--- src/rtl/mem_arbiter.sv ---
// mem_arbiter: shares a single memory port between the instruction-fetch
// unit (read-only) and the load/store unit (read/write).
// Each access runs grant -> MEM_LATENCY access cycles -> one response cycle.
// Build option: define ARB_RR_EN for round-robin arbitration with a
// last_owner register; otherwise the LSU has fixed priority over the IFU.
module mem_arbiter #(
  parameter int MEM_LATENCY = 1
`ifdef ARB_RR_EN
  ,
  parameter logic RESET_OWNER = 1'b1
`endif
) (
  input  logic        clk,
  input  logic        rst,
  input  logic        ifu_req,
  input  logic [31:0] ifu_addr,
  output logic        ifu_gnt,
  output logic        ifu_rvalid,
  output logic [31:0] ifu_rdata,
  input  logic        lsu_req,
  input  logic        lsu_wen,
  input  logic [31:0] lsu_addr,
  input  logic [31:0] lsu_wdata,
  input  logic [7:0]  lsu_wmask,
  output logic        lsu_gnt,
  output logic        lsu_rvalid,
  output logic [31:0] lsu_rdata,
  output logic        mem_valid,
  output logic        mem_wen,
  output logic [31:0] mem_raddr,
  output logic [31:0] mem_waddr,
  output logic [31:0] mem_wdata,
  output logic [7:0]  mem_wmask,
  input  logic [31:0] mem_rdata,
  output logic        busy
);

  typedef enum logic [1:0] {
    ST_IDLE = 2'd0,
    ST_WAIT = 2'd1,
    ST_RESP = 2'd2
  } state_t;

  localparam int             CW       = $clog2(MEM_LATENCY + 1);
  localparam logic [CW-1:0]  CNT_LOAD = CW'(MEM_LATENCY - 1);
  localparam logic [CW-1:0]  CNT_ONE  = CW'(1);
  localparam logic [CW-1:0]  CNT_ZERO = {CW{1'b0}};
  // A single-cycle access makes the first WAIT cycle also the final one.
  localparam logic           LAT_ONE  = (MEM_LATENCY == 1) ? 1'b1 : 1'b0;

  state_t        state_r;
  logic [CW-1:0] cnt_r;
  logic          owner_r;        // 0 = IFU, 1 = LSU
  logic          wen_r;          // latched write flag of the active access
  logic          mem_valid_r;
  logic          mem_wen_r;
  logic [31:0]   mem_addr_r;
  logic [31:0]   mem_wdata_r;
  logic [7:0]    mem_wmask_r;
  logic          ifu_rvalid_r;
  logic          lsu_rvalid_r;
  logic [31:0]   ifu_rdata_r;
  logic [31:0]   lsu_rdata_r;
  logic          busy_r;

  logic          pick_lsu_s;
  logic          ifu_gnt_s;
  logic          lsu_gnt_s;

`ifdef ARB_RR_EN
  logic          last_owner_r;
`endif

  // Arbitration: choose a winner and raise its grant while idle and out of reset.
  always_comb begin
    pick_lsu_s = 1'b0;
    ifu_gnt_s  = 1'b0;
    lsu_gnt_s  = 1'b0;
`ifdef ARB_RR_EN
    if (lsu_req && ifu_req) begin
      pick_lsu_s = ~last_owner_r;
    end else begin
      pick_lsu_s = lsu_req;
    end
`else
    if (lsu_req) begin
      pick_lsu_s = 1'b1;
    end else begin
      pick_lsu_s = 1'b0;
    end
`endif
    if (rst && (state_r == ST_IDLE) && (ifu_req || lsu_req)) begin
      ifu_gnt_s = ~pick_lsu_s;
      lsu_gnt_s = pick_lsu_s;
    end else begin
      ifu_gnt_s = 1'b0;
      lsu_gnt_s = 1'b0;
    end
  end

  // Access sequencer: latch the winner, hold the memory port, then respond once.
  always_ff @(posedge clk or negedge rst) begin
    if (!rst) begin
      state_r      <= ST_IDLE;
      cnt_r        <= CNT_ZERO;
      owner_r      <= 1'b0;
      wen_r        <= 1'b0;
      mem_valid_r  <= 1'b0;
      mem_wen_r    <= 1'b0;
      mem_addr_r   <= 32'h0000_0000;
      mem_wdata_r  <= 32'h0000_0000;
      mem_wmask_r  <= 8'h00;
      ifu_rvalid_r <= 1'b0;
      lsu_rvalid_r <= 1'b0;
      ifu_rdata_r  <= 32'h0000_0000;
      lsu_rdata_r  <= 32'h0000_0000;
      busy_r       <= 1'b0;
`ifdef ARB_RR_EN
      last_owner_r <= RESET_OWNER;
`endif
    end else begin
      case (state_r)
        ST_IDLE: begin
          if (ifu_gnt_s || lsu_gnt_s) begin
            state_r     <= ST_WAIT;
            cnt_r       <= CNT_LOAD;
            owner_r     <= lsu_gnt_s;
            mem_valid_r <= 1'b1;
            busy_r      <= 1'b1;
`ifdef ARB_RR_EN
            last_owner_r <= lsu_gnt_s;
`endif
            if (lsu_gnt_s) begin
              wen_r       <= lsu_wen;
              mem_addr_r  <= lsu_addr;
              mem_wdata_r <= lsu_wdata;
              mem_wmask_r <= lsu_wmask;
              mem_wen_r   <= lsu_wen & LAT_ONE;
            end else begin
              wen_r       <= 1'b0;
              mem_addr_r  <= ifu_addr;
              mem_wdata_r <= 32'h0000_0000;
              mem_wmask_r <= 8'h00;
              mem_wen_r   <= 1'b0;
            end
          end else begin
            state_r <= ST_IDLE;
          end
        end
        ST_WAIT: begin
          if (cnt_r == CNT_ZERO) begin
            // Final access cycle: capture the response and release the port.
            state_r      <= ST_RESP;
            mem_valid_r  <= 1'b0;
            mem_wen_r    <= 1'b0;
            mem_addr_r   <= 32'h0000_0000;
            mem_wdata_r  <= 32'h0000_0000;
            mem_wmask_r  <= 8'h00;
            ifu_rvalid_r <= ~owner_r;
            lsu_rvalid_r <= owner_r;
            ifu_rdata_r  <= (!owner_r && !wen_r) ? mem_rdata : 32'h0000_0000;
            lsu_rdata_r  <= (owner_r && !wen_r) ? mem_rdata : 32'h0000_0000;
          end else begin
            cnt_r     <= cnt_r - CNT_ONE;
            // Write strobe only in the cycle where the counter reaches zero.
            mem_wen_r <= wen_r & (cnt_r == CNT_ONE);
          end
        end
        ST_RESP: begin
          state_r      <= ST_IDLE;
          ifu_rvalid_r <= 1'b0;
          lsu_rvalid_r <= 1'b0;
          ifu_rdata_r  <= 32'h0000_0000;
          lsu_rdata_r  <= 32'h0000_0000;
          busy_r       <= 1'b0;
        end
        default: begin
          state_r      <= ST_IDLE;
          cnt_r        <= CNT_ZERO;
          mem_valid_r  <= 1'b0;
          mem_wen_r    <= 1'b0;
          mem_addr_r   <= 32'h0000_0000;
          mem_wdata_r  <= 32'h0000_0000;
          mem_wmask_r  <= 8'h00;
          ifu_rvalid_r <= 1'b0;
          lsu_rvalid_r <= 1'b0;
          ifu_rdata_r  <= 32'h0000_0000;
          lsu_rdata_r  <= 32'h0000_0000;
          busy_r       <= 1'b0;
        end
      endcase
    end
  end

  assign ifu_gnt    = ifu_gnt_s;
  assign lsu_gnt    = lsu_gnt_s;
  assign ifu_rvalid = ifu_rvalid_r;
  assign ifu_rdata  = ifu_rdata_r;
  assign lsu_rvalid = lsu_rvalid_r;
  assign lsu_rdata  = lsu_rdata_r;
  assign mem_valid  = mem_valid_r;
  assign mem_wen    = mem_wen_r;
  assign mem_raddr  = mem_addr_r;
  assign mem_waddr  = mem_addr_r;
  assign mem_wdata  = mem_wdata_r;
  assign mem_wmask  = mem_wmask_r;
  assign busy       = busy_r;

endmodule
--- config.mk ---
export PLATFORM = sky130hd
export DESIGN_NAME = mem_arbiter
export DESIGN_NICKNAME = d
export VERILOG_FILES = /design/src/rtl/mem_arbiter.sv
export SDC_FILE = /design/constraint.sdc
export NUM_CORES = 1
export LEC_CHECK = 0
export BUFFER_PORTS_ARGS = -buffer_cell sky130_fd_sc_hd__clkbuf_2
export CORE_AREA = 2 2 124 126
export CTS_BUF_LIST = sky130_fd_sc_hd__clkbuf_2
export CTS_CLUSTER_DIAMETER = 30
export CTS_CLUSTER_SIZE = 40
export DETAILED_ROUTE_END_ITERATION = 7
export DIE_AREA = 0 0 126 128
export HOLD_SLACK_MARGIN = 0.06
export PLACE_DENSITY = 0.8
export SLEW_MARGIN = 20
export SYNTH_ARGS = -nofsm -noshare
export SYNTH_HDL_FRONTEND = slang
export SYNTH_SLANG_ARGS = --single-unit
--- constraint.sdc ---
create_clock -name clk -period 2.3 [get_ports clk]
set_clock_uncertainty 0.1 [all_clocks]
set_input_delay 0.23 -clock clk [delete_from_list [all_inputs] [get_ports clk]]
set_output_delay 0.23 -clock clk [all_outputs]
set_load 0.01 [all_outputs]
==> Word level (Yosys, flattened, before mapping) <==
Index checks and enable logic that the tools add are counted.
{ "op_classes": {"n_addsub": 1, "mux": 38, "bitwise_logic": 6, "reduce_logical": 14, "n_eq_ne": 4} }
{ "op_table": {"columns": ["operator", "count"], "rows": [
  ["32-bit 2-to-1 mux", 9],
  ["32-bit one-hot mux with 3 select lines", 2],
  ["32-bit one-hot mux with 2 select lines", 2],
  ["8-bit 2-to-1 mux", 3],
  ["8-bit one-hot mux with 3 select lines", 1],
  ["1-bit 2-to-1 mux", 13],
  ["1-bit one-hot mux with 3 select lines", 3],
  ["2-bit AND reduction", 4],
  ["1-bit one-hot mux with 2 select lines", 3],
  ["1-bit inverter", 5],
  ["1-bit logical AND", 4],
  ["2-bit one-hot mux with 2 select lines", 1],
  ["3-bit AND reduction", 1],
  ["2-bit by 1-bit equality test with 1-bit output (second input constant)", 1],
  ["2-bit equality test (second input constant)", 1],
  ["1-bit logical NOT", 2],
  ["2-bit logical NOT", 1],
  ["1-bit logical OR", 2],
  ["2-bit 2-to-1 mux", 1],
  ["2-bit by 1-bit inequality test with 1-bit output (second input constant)", 1],
  ["2-bit inequality test (second input constant)", 1],
  ["1-bit bitwise AND", 1],
  ["1-bit subtractor (second input constant)", 1]
]} }
{ "totals": {"out_inout_bits": 175, "reg_bits": 146} }

==> Longest topological paths before layout <==
{ "logic_depth": {"word_depth": 7, "ltp_mapped": 6, "depth_no_buf": 3} }

==> Worst setup path after synthesis <==
Ideal clock, no wire load.
{ "synth_path": {"path_type": "reg-to-reg", "from": "reg state_r[1]", "to": "reg mem_addr_r[10] (netlist: mem_raddr[10])", "setup_slack_ps": 698, "period_less_slack_ps": 1602, "required_ps": 2075, "n_path_buf": 3, "stages_incl_launch_ff": 7, "arrival_ps": 1377, "setup_ps": 125, "path_cell_list": "dfrtp_1 -> buf_6 -> and4bb_2 -> buf_4 -> buf_2 -> mux2i_1 -> mux2i_1"} }
{ "synth_between": {"elab_chain_cells": 7, "word_cells_on_any_way": 15, "cone_classes": "4 x eq/ne; 5 x mux; 1 x bitwise; 5 x reduce/logical"} }
{ "synth_rtl": {"columns": ["item", "line", "source"], "rows": [
  ["start: declaration", "51", "state_t state_r;"],
  ["start signal: assignment", "104", "state_r <= ST_IDLE;"],
  ["start signal: assignment", "125", "state_r <= ST_WAIT;"],
  ["start signal: assignment", "147", "state_r <= ST_IDLE;"],
  ["2-bit logical NOT", "92, 122", null],
  ["1-bit logical AND (2 in a row)", "92", "if (rst && (state_r == ST_IDLE) && (ifu_req || lsu_req)) begin"],
  ["1-bit 2-to-1 mux", "92", null],
  ["32-bit 2-to-1 mux / 1-bit logical OR (equally long branches)", "133, 124", null],
  ["32-bit 2-to-1 mux / 2-bit by 1-bit inequality test with 1-bit output (equally long branches)", null, null],
  ["32-bit one-hot mux with 3 select lines / 3-bit AND reduction (equally long branches)", null, null],
  ["end signal: assignment", "135", "mem_addr_r <= lsu_addr;"],
  ["end signal: assignment", "141", "mem_addr_r <= ifu_addr;"],
  ["end: declaration", "57", "logic [31:0] mem_addr_r;"]
]} }
Several ways; a longest one is shown, not always the timed one. The select of a mux whose other input is x is not followed.
A chain may end at the register's enable or synchronous reset.

==> Worst setup path after layout <==
{ "layout_path": {"from": "reg state_r[0]", "to": "reg mem_addr_r[9] (netlist: mem_raddr[9])"} }
The elaborated chain is that of the path after synthesis.

==> metrics.txt <==
# TYPE chip_impl_metric gauge
chip_impl_metric{name="grt_pass1_vias",unit=""} 5657
chip_impl_metric{name="final_period_minus_worst_setup_slack",unit="ns"} 2.19
chip_impl_metric{name="final_cells",unit=""} 1058
chip_impl_metric{name="critical_path_at",unit="ns"} 2.64
chip_impl_metric{name="met1_use_gr",unit=""} 0.270
chip_impl_metric{name="vias_per_cell",unit=""} 4.99
chip_impl_metric{name="max_freq",unit="GHz"} 0.456
chip_impl_info{name="tritoncts",value="built"} 1
chip_impl_metric{name="area_delta_synth_final",unit="%"} 54.9
chip_impl_metric{name="antenna_left",unit=""} 0
chip_impl_metric{name="die_width",unit="um"} 126
chip_impl_metric{name="grt_first_pass_wirelength",unit="mm"} 29.7
chip_impl_metric{name="standard_cell_rows",unit=""} 45
chip_impl_metric{name="max-slew-margin-rel",unit=""} 0.420
chip_impl_metric{name="grt_max_degree",unit=""} 146
chip_impl_metric{name="ioPinCount",unit=""} 316
chip_impl_metric{name="cp_required",unit="ns"} 2.75
chip_impl_metric{name="post_synth_instance_area",unit="um^2"} 5920
chip_impl_info{name="crit_path_frequent_cell",value="sky130_fd_sc_hd__mux2i_1"} 1
chip_impl_metric{name="hold_violation_count_in_the_final_report",unit=""} 145
chip_impl_metric{name="register_area",unit="um^2"} 3630
chip_impl_metric{name="drt_first_iter_violations",unit=""} 338
chip_impl_metric{name="yosysTopAreaCellShare",unit=""} 0.613
chip_impl_metric{name="dieArea",unit="um^2"} 16100
chip_impl_info{name="failed_checks",value="negative hold slack"} 1
chip_impl_metric{name="netlist-cell-type-count",unit=""} 20
chip_impl_info{name="timing.hold.worst.class",value="input port to async pin"} 1
chip_impl_metric{name="timing.reg2reg.setup_slack",unit="ns"} 0.11
chip_impl_metric{name="final.setup.worst_slack",unit="ns"} 0.105
chip_impl_info{name="netlist_top_cells_area",value="sky130_fd_sc_hd__dfrtp_1 (61%), sky130_fd_sc_hd__a22o_1 (16%), sky130_fd_sc_hd__mux2i_1 (11%)"} 1
chip_impl_info{name="critPathSlowestCell",value="sky130_fd_sc_hd__dlygate4sd3_1"} 1
chip_impl_metric{name="routed_wire_length_per_instance",unit="um"} 18.2
chip_impl_metric{name="final.hold.worst_slack",unit="ns"} -0.771
chip_impl_metric{name="yosys_warnings",unit=""} 0
chip_impl_info{name="timing.setup.critical_path_class",value="flip-flop to flip-flop"} 1
chip_impl_metric{name="tritoncts_buffer_count",unit=""} 17
chip_impl_metric{name="path_buf_inv",unit=""} 3
chip_impl_metric{name="static_power_due_to_leakage",unit="nW"} 5.01
chip_impl_metric{name="gr-total-overflow",unit=""} 0
chip_impl_metric{name="drcViolationCount",unit=""} 0
chip_impl_metric{name="worst_slew_pin_slew",unit="ns"} 0.870
chip_impl_metric{name="syn_nets",unit=""} 577
chip_impl_metric{name="core_area",unit="um^2"} 14900
chip_impl_metric{name="die_h",unit="um"} 128
chip_impl_metric{name="drive_gt1_frac",unit=""} 0.423
chip_impl_metric{name="maxCapViolCount",unit=""} 0
chip_impl_metric{name="timing.critical_path.slowest_cell_delay",unit="ns"} 0.56
chip_impl_metric{name="final.fill_count",unit=""} 1124
chip_impl_metric{name="dpl.hpwl",unit="mm"} 10.9
chip_impl_metric{name="fin_tns_setup",unit="ns"} 0
chip_impl_metric{name="crit_path_max_fanout",unit=""} 20
chip_impl_metric{name="maxSlewViolCount",unit=""} 0
chip_impl_metric{name="multi_input_area",unit="um^2"} 1850
chip_impl_info{name="yosys-top-cells-count",value="sky130_fd_sc_hd__dfrtp_1 (145), sky130_fd_sc_hd__a22o_1 (105), sky130_fd_sc_hd__mux2i_1 (66), sky130_fd_sc_hd__buf_4 (33), sky130_fd_sc_hd__nand2_1 (32)"} 1
chip_impl_metric{name="yosysSeqAreaShare",unit=""} 0.613
chip_impl_metric{name="final_min_period_over_clock_period",unit=""} 0.954
chip_impl_info{name="timing.critical_path.to_type",value="flip-flop"} 1
chip_impl_info{name="global_route.peak_usage_layer",value="met2"} 1
chip_impl_metric{name="drt_first_pass_iters",unit=""} 4
chip_impl_metric{name="synthesis.instances",unit=""} 436
chip_impl_info{name="synth-main-ff-cell",value="sky130_fd_sc_hd__dfrtp_1"} 1
chip_impl_metric{name="number_of_antenna_violations_at_the_first_check_in_global_routing",unit=""} 0
chip_impl_info{name="timing.critical_path.max_delay_family",value="buffers and inverters"} 1
chip_impl_metric{name="async_reset_ff_frac",unit=""} 1.00
chip_impl_metric{name="global_route.usage.met3",unit=""} 0.0680
chip_impl_metric{name="path_clk_slew",unit="ns"} 0.21
chip_impl_metric{name="finish.instance_area",unit="um^2"} 9160
chip_impl_metric{name="setup-violations-final",unit=""} 0
chip_impl_metric{name="cts_num_sinks",unit=""} 145
chip_impl_metric{name="clockBufferDepth",unit=""} 2
chip_impl_info{name="cts_root_buffer",value="sky130_fd_sc_hd__clkbuf_2"} 1
chip_impl_metric{name="htreeDepth",unit=""} 4
chip_impl_info{name="status",value="finished with violations"} 1
chip_impl_metric{name="synthesis.area_per_instance",unit="um^2"} 13.6
chip_impl_metric{name="synth_edf_count",unit=""} 0
chip_impl_metric{name="initial_utilization",unit=""} 0.398
chip_impl_metric{name="pwr_density_cell",unit="nW/um^2"} 747
chip_impl_metric{name="gr-usage-met2",unit=""} 0.424
chip_impl_metric{name="placed_cells_incl_taps",unit=""} 883
chip_impl_info{name="critical_path.cell_chain",value="and4bb_4 -> buf_12 -> buf_16 -> mux2i_1 -> dlygate4sd3_1 -> mux2i_1"} 1
chip_impl_metric{name="ffs_latches_synth",unit=""} 145
chip_impl_metric{name="track_usage",unit=""} 0.236
chip_impl_metric{name="place.gp.congestion",unit=""} 0.765
chip_impl_metric{name="antennaDiodeCount",unit=""} 0
chip_impl_info{name="synth_area_leader_cell",value="sky130_fd_sc_hd__dfrtp_1"} 1
chip_impl_metric{name="worstSkewPairLatency",unit="ns"} 0.65
chip_impl_metric{name="layout.nets",unit=""} 998
chip_impl_metric{name="ir_worst_vdd",unit="uV"} 421
chip_impl_metric{name="route.final.wire_length",unit="mm"} 19.3
chip_impl_metric{name="placement.setup.worst_slack",unit="ns"} 0.405
chip_impl_info{name="worstSetupStartpointType",value="flip-flop"} 1
chip_impl_metric{name="route.vias.total",unit=""} 5276
chip_impl_info{name="synth_most_common_cell",value="sky130_fd_sc_hd__dfrtp_1"} 1
chip_impl_metric{name="buffer_ports.inserted",unit=""} 315
chip_impl_metric{name="placement.cell_area",unit="um^2"} 7440
==> routing by layer <==
layer  up-vias  share of wire
met2       252           0.52
met3        33          0.065
met4         0          0.021
li1       2408              -
met1      2583           0.39
met5         -              0
==> stage by stage <==
step,total power [mW],util
finish,6.84,0.616
floorplan,4.26,-
global route,7.21,0.616
detailed placement,4.99,0.500
CTS,6.83,0.614
global placement,4.95,0.500
==> flip-flops by register name (all words and copies together) (netlist names), 2 cells and up <==
register   count
mem_wmask      8
mem_wdata     32
lsu_rdata     32
ifu_rdata     32
state_r        2
mem_raddr     32
==> final cells by class <==
class,instances,area share
multi-input cells,219,0.202
inverters,6,0.00246
flip-flops and latches,145,0.396
clock inverters,14,0.0194
repair buffers,468,0.345
clock buffers,18,0.00983
well taps,188,0.0257
==> cells by family after synthesis <==
| group | synth area share |
|---|---|
| buffers and inverters | 0.0801 |
| AOI/OAI and AO/OA | 0.162 |
| and+or+nand+nor | 0.0332 |
| DFF | 0.613 |
| muxes | 0.112 |
==> worst reg2reg max path, delay by kind of cell, from the launching register on <==
family,cells,cell delay (ns)
flip-flops,1,0.44
buffers and inverters,3,0.92
multiplexers,2,0.28
AND/OR/NAND/NOR,1,0.38
==> layout by cell type (no fill, tap or decap), drive strengths merged <==
cell         synthesis  layout
and4bb               1       1
inv                  6      11
nor4                 2       2
dlygate4sd3          0     140
clkbuf              13     331
nor2                 6       6
mux2i               66      66
o31a                 1       1
or4                  1       1
buf                 53      15
dfrtp              145     145
bufinv               0       3
o21ai                2       2
nand3                1       1
nand2               32      32
a22o               106     106
clkinv               0       6
a21o                 1       1
==> repair_timing <==
action                                  4_1_cts  5_1_grt
pin swaps                                     2        2
endpoints found under the setup margin        2        8
gates resized for setup                       1        8
hold endpoints to repair                    284      146
hold buffers                                139        1
buffers inserted                              3        0
==> final timing paths <==
path | from | endpoint | depth (start not counted)
min reg2reg | state_r[1] | state_r[1] | 1
max reg2reg | state_r[0] | mem_raddr[9] | 6
min in group clk | rst | mem_wdata[7] | 4
max in group asynchronous | rst | state_r[0] | 2
min | rst | state_r[1] | 1
max | state_r[0] | mem_raddr[9] | 6
==> power by group <==
group / internal (mW) / switching [mW]
clock: 0.634 / 0.990
combinational: 0.954 / 1.02
sequential: 2.94 / 0.306
(Power assumes the default switching activity.)
